===== config.mk =====
export PLATFORM = sky130hd
export DESIGN_NAME = flappy_round_ctrl
export DESIGN_NICKNAME = d
export VERILOG_FILES = /design/src/rtl/flappy_pkg.sv /design/src/rtl/flappy_round_ctrl_seg7_decode.sv /design/src/rtl/flappy_round_ctrl.sv
export SDC_FILE = /design/constraint.sdc
export NUM_CORES = 1
export LEC_CHECK = 0
export BUFFER_PORTS_ARGS = -buffer_cell sky130_fd_sc_hd__buf_2
export CAP_MARGIN = 20
export CORE_MARGIN = 2
export CORE_UTILIZATION = 40
export DETAILED_ROUTE_END_ITERATION = 16
export GPL_ROUTABILITY_DRIVEN = 0
export GPL_TIMING_DRIVEN = 0
export PLACE_DENSITY = 0.77
export SYNTH_ARGS = -nofsm -noshare
export SYNTH_HDL_FRONTEND = slang
export SYNTH_SLANG_ARGS = --single-unit
export TNS_END_PERCENT = 5

===== constraint.sdc =====
create_clock -name Clock -period 1.5 [get_ports Clock]
set_input_delay 0.15 -clock Clock [delete_from_list [all_inputs] [get_ports Clock]]
set_output_delay 0.15 -clock Clock [all_outputs]
set_load 0.02 [all_outputs]

===== src/rtl/flappy_pkg.sv =====
// Shared types and 7-segment constants for the Flappy Bird round logic.
// Segment patterns are active-low, bit order {g,f,e,d,c,b,a}.
package flappy_pkg;

  typedef enum logic [1:0] {
    IDLE = 2'd0,
    PLAY = 2'd1,
    WON  = 2'd2,
    LOST = 2'd3
  } round_state_t;

  localparam logic [6:0] SEG_0     = 7'b1000000;
  localparam logic [6:0] SEG_1     = 7'b1111001;
  localparam logic [6:0] SEG_2     = 7'b0100100;
  localparam logic [6:0] SEG_3     = 7'b0110000;
  localparam logic [6:0] SEG_4     = 7'b0011001;
  localparam logic [6:0] SEG_5     = 7'b0010010;
  localparam logic [6:0] SEG_6     = 7'b0000010;
  localparam logic [6:0] SEG_7     = 7'b1111000;
  localparam logic [6:0] SEG_8     = 7'b0000000;
  localparam logic [6:0] SEG_9     = 7'b0010000;
  localparam logic [6:0] SEG_BLANK = 7'b1111111;

endpackage


===== src/rtl/flappy_round_ctrl_seg7_decode.sv =====
// Combinational 4-bit value to active-low 7-segment pattern.
// Values above 9 blank the digit.
module seg7_decode
  import flappy_pkg::*;
(
  input  logic [3:0] value,
  output logic [6:0] seg
);

  always_comb begin
    seg = SEG_BLANK;
    case (value)
      4'd0: seg = SEG_0;
      4'd1: seg = SEG_1;
      4'd2: seg = SEG_2;
      4'd3: seg = SEG_3;
      4'd4: seg = SEG_4;
      4'd5: seg = SEG_5;
      4'd6: seg = SEG_6;
      4'd7: seg = SEG_7;
      4'd8: seg = SEG_8;
      4'd9: seg = SEG_9;
      default: seg = SEG_BLANK;
    endcase
  end

endmodule


===== src/rtl/flappy_round_ctrl.sv =====
// Per-round controller: score, win/lose decision, score digit.
// Optional collision grace period built with FLAPPY_GRACE_EN.
module flappy_round_ctrl
  import flappy_pkg::*;
#(
  parameter int unsigned TARGET      = 8,
  parameter int unsigned GRACE_TICKS = 3
) (
  input  logic       Clock,
  input  logic       Reset,
  input  logic       Tick,
  input  logic       PipePassed,
  input  logic       Collide,
  input  logic       Button,
  input  logic       ResetGame,
  output logic       LED,
  output logic       Lost,
  output logic       Running,
  output logic [6:0] ScoreHex
);

  if (TARGET < 1 || TARGET > 9) begin : g_bad_target
    $error("TARGET out of range 1..9");
  end
  if (GRACE_TICKS < 1 || GRACE_TICKS > 15) begin : g_bad_grace
    $error("GRACE_TICKS out of range 1..15");
  end

  round_state_t state, state_d;
  logic [3:0]   score, score_d;
  logic         button_q;
  logic         press;
  logic         collide_ok;

  assign press = Button & ~button_q;

`ifdef FLAPPY_GRACE_EN
  logic [3:0] grace, grace_d;

  assign collide_ok = Collide & (grace == 4'(GRACE_TICKS));

  always_comb begin
    grace_d = grace;
    unique case (state)
      IDLE, LOST: if (press) grace_d = '0;
      PLAY: begin
        if (Tick && grace != 4'(GRACE_TICKS))
          grace_d = grace + 4'd1;
      end
      default: grace_d = grace;
    endcase
  end

  always_ff @(posedge Clock or negedge Reset) begin
    if (!Reset) grace <= '0;
    else        grace <= grace_d;
  end
`else
  logic unused_tick;

  assign unused_tick = Tick;
  assign collide_ok  = Collide;
`endif

  always_comb begin
    state_d = state;
    score_d = score;
    if (ResetGame) begin
      state_d = IDLE;
      score_d = '0;
    end else begin
      unique case (state)
        IDLE, LOST: begin
          if (press) begin
            state_d = PLAY;
            score_d = '0;
          end
        end
        PLAY: begin
          if (collide_ok) begin
            state_d = LOST;
          end else if (PipePassed) begin
            score_d = score + 4'd1;
            if (score == 4'(TARGET - 1))
              state_d = WON;
          end
        end
        WON: state_d = WON;
        default: state_d = IDLE;
      endcase
    end
  end

  always_ff @(posedge Clock or negedge Reset) begin
    if (!Reset) begin
      state    <= IDLE;
      score    <= '0;
      button_q <= 1'b0;
    end else begin
      state    <= state_d;
      score    <= score_d;
      button_q <= Button;
    end
  end

  assign LED     = (state == WON);
  assign Lost    = (state == LOST);
  assign Running = (state == PLAY);

  seg7_decode u_seg (
    .value (score),
    .seg   (ScoreHex)
  );

endmodule


==> results of run 1 <==
[cell usage after synthesis, types with 2 or more instances]
master | instances | area, um^2
sky130_fd_sc_hd__nor2_1 | 10 | 37.5
sky130_fd_sc_hd__ha_1 | 9 | 113
sky130_fd_sc_hd__dfrtp_1 | 7 | 175
sky130_fd_sc_hd__o21ai_0 | 7 | 35.0
sky130_fd_sc_hd__a21oi_1 | 6 | 30.0
sky130_fd_sc_hd__nand2b_1 | 6 | 37.5
sky130_fd_sc_hd__inv_1 | 5 | 18.8
sky130_fd_sc_hd__nand2_1 | 5 | 18.8
sky130_fd_sc_hd__nor2b_1 | 4 | 25.0
sky130_fd_sc_hd__o21ai_1 | 3 | 15.0
sky130_fd_sc_hd__clkbuf_1 | 2 | 7.51
sky130_fd_sc_hd__o31ai_1 | 2 | 15.0
[per-stage QoR]
stage               hold WS [ns]  setup TNS [ns]
floorplan                 -0.146         -0.0901
global placement         -0.0138          -0.627
detailed placement       -0.0114          -0.879
CTS                       0.0229          -0.591
global route              0.0267           -1.43
finish                    0.0354          -0.462
[timing repair]
action	4_1_cts	5_1_grt
endpoints found under the setup margin	13	13
hold endpoints to repair	7	0
hold buffers	1	0
resized for setup	15	16
pin swaps	6	2
buffers inserted	3	2
[state kept, by name, indices dropped and copies added, names as in the netlist]
register / count
state: 2
score: 4
button_q: 1
[how the worst max path moves through the flow]
stage	from	end	slack [ns]	depth (start not counted)
5_1_grt	state[0]$_DFFE_PN0P_	score[1]$_DFFE_PN0P_	-0.16	7
4_1_cts	state[0]$_DFFE_PN0P_	score[3]$_DFFE_PN0P_	-0.07	6
2_1_floorplan	state[1]$_DFFE_PN0P_	score[3]$_DFFE_PN0P_	-0.04	6
3_3_place_gp	state[0]$_DFFE_PN0P_	score[3]$_DFFE_PN0P_	-0.12	6
3_5_place_dp	state[1]$_DFFE_PN0P_	state[0]$_DFFE_PN0P_	-0.15	6
6_report	score[1]$_DFFE_PN0P_	ScoreHex[3]	-0.07	6
[layout make-up]
type                    count  area (um^2)  area share
well taps                  16         20.0      0.0215
multi-input cells          61          543       0.583
repair buffers             21          131       0.141
plain buffers               2         12.5      0.0134
flip-flops and latches      7          180       0.193
clock buffers               4         26.3      0.0282
inverters                   5         18.8      0.0201
[metal layers]
metal | up-vias | wire length (um)
met5 | - | 0
met4 | 0 | 0
met3 | 0 | 27
met2 | 7 | 770
met1 | 302 | 698
li1 | 306 | -
[power by group]
group,total (W),internal [W],switching (W)
clock,0.000168,0.000101,0.0000667
sequential,0.000305,0.000236,0.0000684
combinational,0.000951,0.000457,0.000495
total,0.00142,0.000794,0.000630
[cells by family after synthesis]
kind of cell	share of synthesized area
AND/OR/NAND/NOR	0.249
AO/OA/AOI/OAI	0.252
adder cells (fa/ha/maj)	0.179
buffers and inverters	0.0418
flip-flops	0.278
==> PnR_summary.wiki, run 1 <==
{| class="wikitable"
! Metric !! Value
|-
| Result of the run || finished with violations
|-
| Violated checks || negative setup slack
|-
| Leading cell type in the layout, fill and taps excluded || sky130_fd_sc_hd__buf_2
|-
| WL final || 1.50 mm
|-
| Detailed Place HPWL || 1.04 mm
|-
| Final setup margin || -0.0731 ns
|-
| Highest Clock Rate || 636 MHz
|-
| Setup slack of the most critical reg-to-reg path || -0.06 ns
|-
| R2r endpoint || score[3]$_DFFE_PN0P_
|-
| Power density cells || 1530 nW/um^2
|-
| Number of H-tree levels || 1
|-
| Worst-case reg-to-reg path depth || 6
|-
| Average via count per standard cell || 5.30
|-
| Startpoint of the tightest hold check path || Button
|-
| Placeable Area || 1490 um^2
|-
| Most frequent cells in the layout || sky130_fd_sc_hd__buf_2 (13), sky130_fd_sc_hd__nor2_1 (9), sky130_fd_sc_hd__buf_4 (7)
|-
| RSZ-0062 raised after global routing || true
|-
| Share of the core filled with cells in the final layout || 0.626
|-
| Post-synth net total || 91
|-
| Max IR drop VDD || 0.655 mV
|-
| Worst endpoint required time || 1.35 ns
|-
| Num rows || 14
|-
| Worst path top cell family by delay || flip-flops
|-
| DRC violation count after routing || 0
|-
| Final std cells w/o fill || 116
|-
| Routed length per instance || 12.9 um
|-
| Actual transition at the worst max-transition pin || 0.302 ns
|-
| Buffer type at the clock tree root || sky130_fd_sc_hd__clkbuf_4
|-
| Cell Area, Placed || 759 um^2
|-
| Global route hottest layer || met2
|-
| Met3 usage || 0.0250
|-
| Pin count of the biggest net entering global routing || 11
|-
| Fill cell total of the finished layout || 128
|-
| Area growth syn-to-layout || 48.1%
|-
| CP peak stage delay || 0.38 ns
|-
| Post-route cell area || 932 um^2
|-
| Shortest period the worst path allows || 1.57 ns
|-
| Chip height || 43.7 um
|-
| Post-synthesis instance area || 629 um^2
|-
| Residual antenna-violating net count after detailed routing || 0
|-
| Critical Path Slowest Stage Cell || sky130_fd_sc_hd__dfrtp_2
|-
| Worst setup EP type || primary output
|-
| Die footprint || 1910 um^2
|-
| Die Wd || 43.7 um
|-
| Synth Flop Type || sky130_fd_sc_hd__dfrtp_1
|-
| DR pass1 iterations || 4
|-
| Power Total || 0.00142 W
|-
| Synth warn || 0
|-
| EDFF count, synth || 0
|-
| Avg Inst Size Synth || 8.39 um^2
|-
| Number of max-capacitance violations reported || 0
|-
| Net count, final || 117
|-
| Crit path buf inv count || 2
|-
| Critical path fanouts, max || 4
|-
| Worst-case setup slack after placement || -0.151 ns
|-
| Placed cell count || 106
|-
| Clock sink count || 7
|-
| CTS tree || built
|-
| Final count of hold timing violations || 0
|-
| Initial core utilization || 0.423
|-
| First-pass GRT wire length || 2.55 mm
|-
| Clock latency reported for the late side of the worst-skew pair || 0.25 ns
|-
| Share of the yosys chip area belonging to registers || 0.278
|-
| Antenna diode count || 0
|-
| Slew Viols, Final || 0
|-
| CP Launch Type || flip-flop
|-
| Vias in the first global route || 594
|-
| Number of vias after detailed routing || 615
|-
| Synthesized netlist cell count || 75
|-
| Async SR Flop Fraction || 1.00
|-
| Number of port buffers || 15
|-
| Slew Limit Headroom || 0.796
|-
| Remaining global-route overflow || 0
|-
| Number of distinct library cell variants in the gate-level netlist after synthesis || 21
|-
| Number of antenna violations at the first check in global routing || 0
|-
| Number of storage elements in the synthesis netlist || 7
|-
| Critical-path cell list || inv_2 > ha_4 > or2_4 > a21oi_4 > a21oi_1 > buf_2
|-
| R2r startpoint || state[0]$_DFFE_PN0P_
|-
| Initial detailed-routing violation count || 11
|-
| Max Buffers Root-to-Sink || 2
|-
| Met1 global-route usage || 0.233
|-
| Setup CP Type || reg2out
|-
| Critical path arrival || 1.42 ns
|-
| Fin Clk Skew || 0.0119 ns
|-
| GR Util All Layers || 0.175
|-
| IO Count || 17
|-
| Met2 usage in global routing || 0.300
|-
| Post-route fraction of the period consumed by the critical path || 1.05
|-
| Proportion of layout cells with a drive suffix above 1 || 0.520
|-
| Number of endpoints failing setup at the final stage || 12
|-
| Hold Path Cell Cnt || 1
|-
| Register clock-pin slew on the reported worst setup and hold paths || 0.06 ns
|-
| Tightest Hold Check Type || in2reg
|-
| Leakage power summed over all cells || 0.405 nW
|-
| Worst min-delay path endpoint || button_q$_DFF_PN0_
|-
| Inserted Clock Buffers || 3
|}
No activity file was read; power rests on OpenSTA's default activity.
==> run 2, diff against run 1 <==
--- a/config.mk
+++ b/config.mk
@@ -5,6 +5,7 @@
 export SDC_FILE = /design/constraint.sdc
 export NUM_CORES = 1
 export LEC_CHECK = 0
+export ABC_AREA = 0
 export BUFFER_PORTS_ARGS = -buffer_cell sky130_fd_sc_hd__buf_2
 export CAP_MARGIN = 20
 export CORE_MARGIN = 2
@@ -12,8 +13,9 @@
 export DETAILED_ROUTE_END_ITERATION = 16
 export GPL_ROUTABILITY_DRIVEN = 0
 export GPL_TIMING_DRIVEN = 0
-export PLACE_DENSITY = 0.77
+export PLACE_DENSITY = 0.73
 export SYNTH_ARGS = -nofsm -noshare
 export SYNTH_HDL_FRONTEND = slang
+export SYNTH_HIERARCHICAL = 1
 export SYNTH_SLANG_ARGS = --single-unit
 export TNS_END_PERCENT = 5
==> run 2 against run 1 <==
Against the previous run:
- the flow still finishes with violations (negative setup slack)
- setup slack worse by 0.062 ns
- critical path depth is 1 lower
- clock-buffer cell count stayed put
- final cell count is 1.7% higher
- critical endpoint unchanged
- largest cell class unchanged
- largest power group unchanged
- highest routed layer is now met4
==> PnR_summary.wiki, run 2 <==
{| class="wikitable"
! Metric !! Value
|-
| Detail Route met2 WL || 738 um
|-
| Result of the run || finished with violations
|-
| Power density cells || 1610 nW/um^2
|-
| Power Total || 0.00147 W
|-
| Area growth syn-to-layout || 40.7%
|-
| DR pass1 iterations || 4
|-
| Post-synthesis instance area || 648 um^2
|-
| Tightest Hold Check Type || in2reg
|-
| Pin count of the biggest net entering global routing || 11
|-
| Setup slack of the most critical reg-to-reg path || -0.09 ns
|-
| Placeable Area || 1510 um^2
|-
| Inserted Clock Buffers || 3
|-
| First-pass GRT wire length || 2.41 mm
|-
| CP Launch Type || flip-flop
|-
| Most frequent cells in the layout || sky130_fd_sc_hd__buf_2 (14), sky130_fd_sc_hd__nor2_1 (8), sky130_fd_sc_hd__buf_4 (8)
|-
| CTS tree || built
|-
| Registers with the most flip-flops || score (4), state (2), button_q (1)
|-
| Async SR Flop Fraction || 1.00
|-
| Leakage power summed over all cells || 0.424 nW
|-
| End point of the critical path || ScoreHex[3]
|-
| Sum of routed wire segments on met1 || 623 um
|-
| Die footprint || 1960 um^2
|-
| Die Wd || 44.3 um
|-
| Worst-case reg-to-reg path depth || 6
|-
| Register share of total power || 0.207
|-
| Switching portion of total power || 0.441
|-
| Buffer type at the clock tree root || sky130_fd_sc_hd__clkbuf_4
|-
| Avg Inst Size Synth || 8.64 um^2
|-
| Synth warn || 6
|-
| Post-route fraction of the period consumed by the critical path || 1.09
|-
| Commonest cells in the synthesized netlist || sky130_fd_sc_hd__ha_1 (10), sky130_fd_sc_hd__nor2_1 (8), sky130_fd_sc_hd__dfrtp_1 (7), sky130_fd_sc_hd__o21ai_0 (7)
|-
| Max FFs per register || 4
|-
| Critical path fanouts, max || 6
|-
| Fill cell total of the finished layout || 138
|-
| Residual antenna-violating net count after detailed routing || 0
|-
| Post-synth net total || 92
|-
| Proportion of layout cells with a drive suffix above 1 || 0.451
|-
| Setup CP Type || reg2out
|-
| Remaining global-route overflow || 0
|-
| Most frequent cell after synthesis || sky130_fd_sc_hd__ha_1
|-
| Worst endpoint required time || 1.35 ns
|-
| EDFF count, synth || 0
|-
| Vias in the first global route || 552
|-
| Number of storage elements in the synthesis netlist || 7
|-
| Initial detailed-routing violation count || 10
|-
| Violated checks || negative setup slack
|-
| Routed length per instance || 12.1 um
|-
| Share of total power in the clock network || 0.115
|-
| Num rows || 14
|-
| Critical path arrival || 1.49 ns
|-
| Number of antenna violations at the first check in global routing || 0
|-
| Multi-input gate area || 498 um^2
|-
| Chip height || 44.3 um
|-
| Net switching component of the power || 0.000648 W
|-
| Fin Clk Skew || 0.00394 ns
|-
| GR Util All Layers || 0.170
|-
| Slew Limit Headroom || 0.782
|-
| Final setup margin || -0.135 ns
|-
| Antenna diode count || 0
|-
| Synth Flop Type || sky130_fd_sc_hd__dfrtp_1
|-
| Highest Clock Rate || 611 MHz
|-
| Detailed Place HPWL || 1.02 mm
|-
| Shortest period the worst path allows || 1.64 ns
|-
| Max Buffers Root-to-Sink || 2
|-
| R2r endpoint || score[3]$_DFFE_PN0P_
|-
| Number of max-capacitance violations reported || 0
|-
| Synthesized netlist cell count || 75
|-
| Number of vias after detailed routing || 601
|-
| R2r startpoint || state[0]$_DFFE_PN0P_
|-
| Top metal layer carrying routed signals || met4
|-
| Largest register by flop count || score
|-
| Clock sink count || 7
|-
| Number of distinct library cell variants in the gate-level netlist after synthesis || 26
|-
| WL final || 1.43 mm
|-
| Number of endpoints failing setup at the final stage || 9
|-
| Worst setup startpoint || score[1]$_DFFE_PN0P_
|-
| Worst setup EP type || primary output
|-
| DRC violation count after routing || 0
|-
| Net count, final || 120
|-
| Yosys top cell area share || 0.270
|-
| Critical-path cell list || buf_6 > or2b_1 > a21oi_2 > a31oi_1 > buf_2
|-
| Largest area contributor in the netlist || sky130_fd_sc_hd__dfrtp_1
|-
| RSZ-0062 raised after global routing || true
|-
| Average via count per standard cell || 5.09
|-
| Most area-consuming cells after synthesis || sky130_fd_sc_hd__dfrtp_1 (27%), sky130_fd_sc_hd__ha_1 (19%), sky130_fd_sc_hd__nand2b_1 (5.8%)
|-
| Number of H-tree levels || 1
|-
| Final count of hold timing violations || 0
|-
| Slew Viols, Final || 0
|-
| Share of the core filled with cells in the final layout || 0.605
|-
| Share of the yosys chip area belonging to registers || 0.270
|-
| Length of routed met3 wiring || 49 um
|-
| Initial core utilization || 0.430
|-
| IO Count || 17
|-
| Max IR drop VDD || 0.986 mV
|-
| Clock latency reported for the late side of the worst-skew pair || 0.25 ns
|-
| Register area || 180 um^2
|-
| Actual transition at the worst max-transition pin || 0.327 ns
|-
| Number of port buffers || 15
|-
| Sum of negative setup slack || -0.725 ns
|-
| Int Pwr || 0.000821 W
|-
| CP peak stage delay || 0.42 ns
|-
| Critical Path Slowest Stage Cell || sky130_fd_sc_hd__dfrtp_2
|-
| Combinational fraction of design power || 0.678
|-
| Register clock-pin slew on the reported worst setup and hold paths || 0.05 ns
|-
| Leading cell type in the layout, fill and taps excluded || sky130_fd_sc_hd__buf_2
|}
-- run 2: repair_timing --
action,4_1_cts,5_1_grt
hold endpoints to repair,7,0
pin swaps,5,2
hold buffers,1,0
buffers inserted,7,0
resized for setup,7,10
endpoints found under the setup margin,13,13
-- run 2: layout make-up --
cell class	instances	area share
Sequential cell	7	0.198
Multi-Input combinational cell	60	0.546
Inverter	6	0.0274
Timing Repair Buffer	23	0.160
Buffer	2	0.0178
Clock buffer	4	0.0288
Tap cell	16	0.0219
-- run 2: power groups by stage --
| stage | registers (W) | logic, W | clock network, W |
|---|---|---|---|
| 2_1_floorplan | 0.000298 | 0.000649 | 0 |
| 3_3_place_gp | 0.000316 | 0.000795 | 0 |
| 3_5_place_dp | 0.000317 | 0.000818 | 0 |
| 4_1_cts | 0.000296 | 0.000980 | 0.000177 |
| 5_1_grt | 0.000315 | 0.00110 | 0.000192 |
| 6_report | 0.000304 | 0.000996 | 0.000168 |
-- run 2: cell families (layout without fill, tap and decap cells) --
family | after synthesis | in the layout | synth area share
AND/OR/NAND/NOR | 29 | 29 | 0.253
multiplexers | 1 | 1 | 0.0232
buffers and inverters | 8 | 35 | 0.0598
flip-flops | 7 | 7 | 0.270
adder cells (fa/ha/maj) | 10 | 10 | 0.193
AO/OA/AOI/OAI | 20 | 20 | 0.201
-- run 2: per-layer routing --
| metal | global-route usage | vias up |
|---|---|---|
| met5 | 0 | - |
| met4 | 0.0727 | 0 |
| met3 | 0.0367 | 2 |
| met2 | 0.271 | 11 |
| met1 | 0.223 | 276 |
| li1 | - | 312 |
-- run 2: worst min-delay path by stage --
stage	start	endpoint	slack, ns	cells past startpoint
5_1_grt	Button	button_q$_DFF_PN0_	0.007	1
3_5_place_dp	Reset	score[0]$_DFFE_PN0P_	-0.01	1
2_1_floorplan	Reset	button_q$_DFF_PN0_	-0.15	0
3_3_place_gp	Reset	button_q$_DFF_PN0_	-0.01	1
6_report	Button	button_q$_DFF_PN0_	0.02	1
4_1_cts	Button	button_q$_DFF_PN0_	0.02	1
-- run 2: worst max-delay path, delay by kind of cell (launching register included) --
family / cells / cell delay [ns]
flip-flops: 1 / 0.42
buffers and inverters: 2 / 0.31
AND/OR/NAND/NOR: 1 / 0.26
AO/OA/AOI/OAI: 2 / 0.23
-- run 2: metrics by stage --
step	cell area (um^2)	hold WS [ns]	std cells	setup WS, ns
floorplan	697	-0.146	75	-0.0515
global placement	792	-0.0107	106	-0.145
detailed placement	792	-0.0118	106	-0.145
CTS	901	0.0167	118	-0.117
global route	912	0.00659	118	-0.206
finish	912	0.0202	118	-0.135
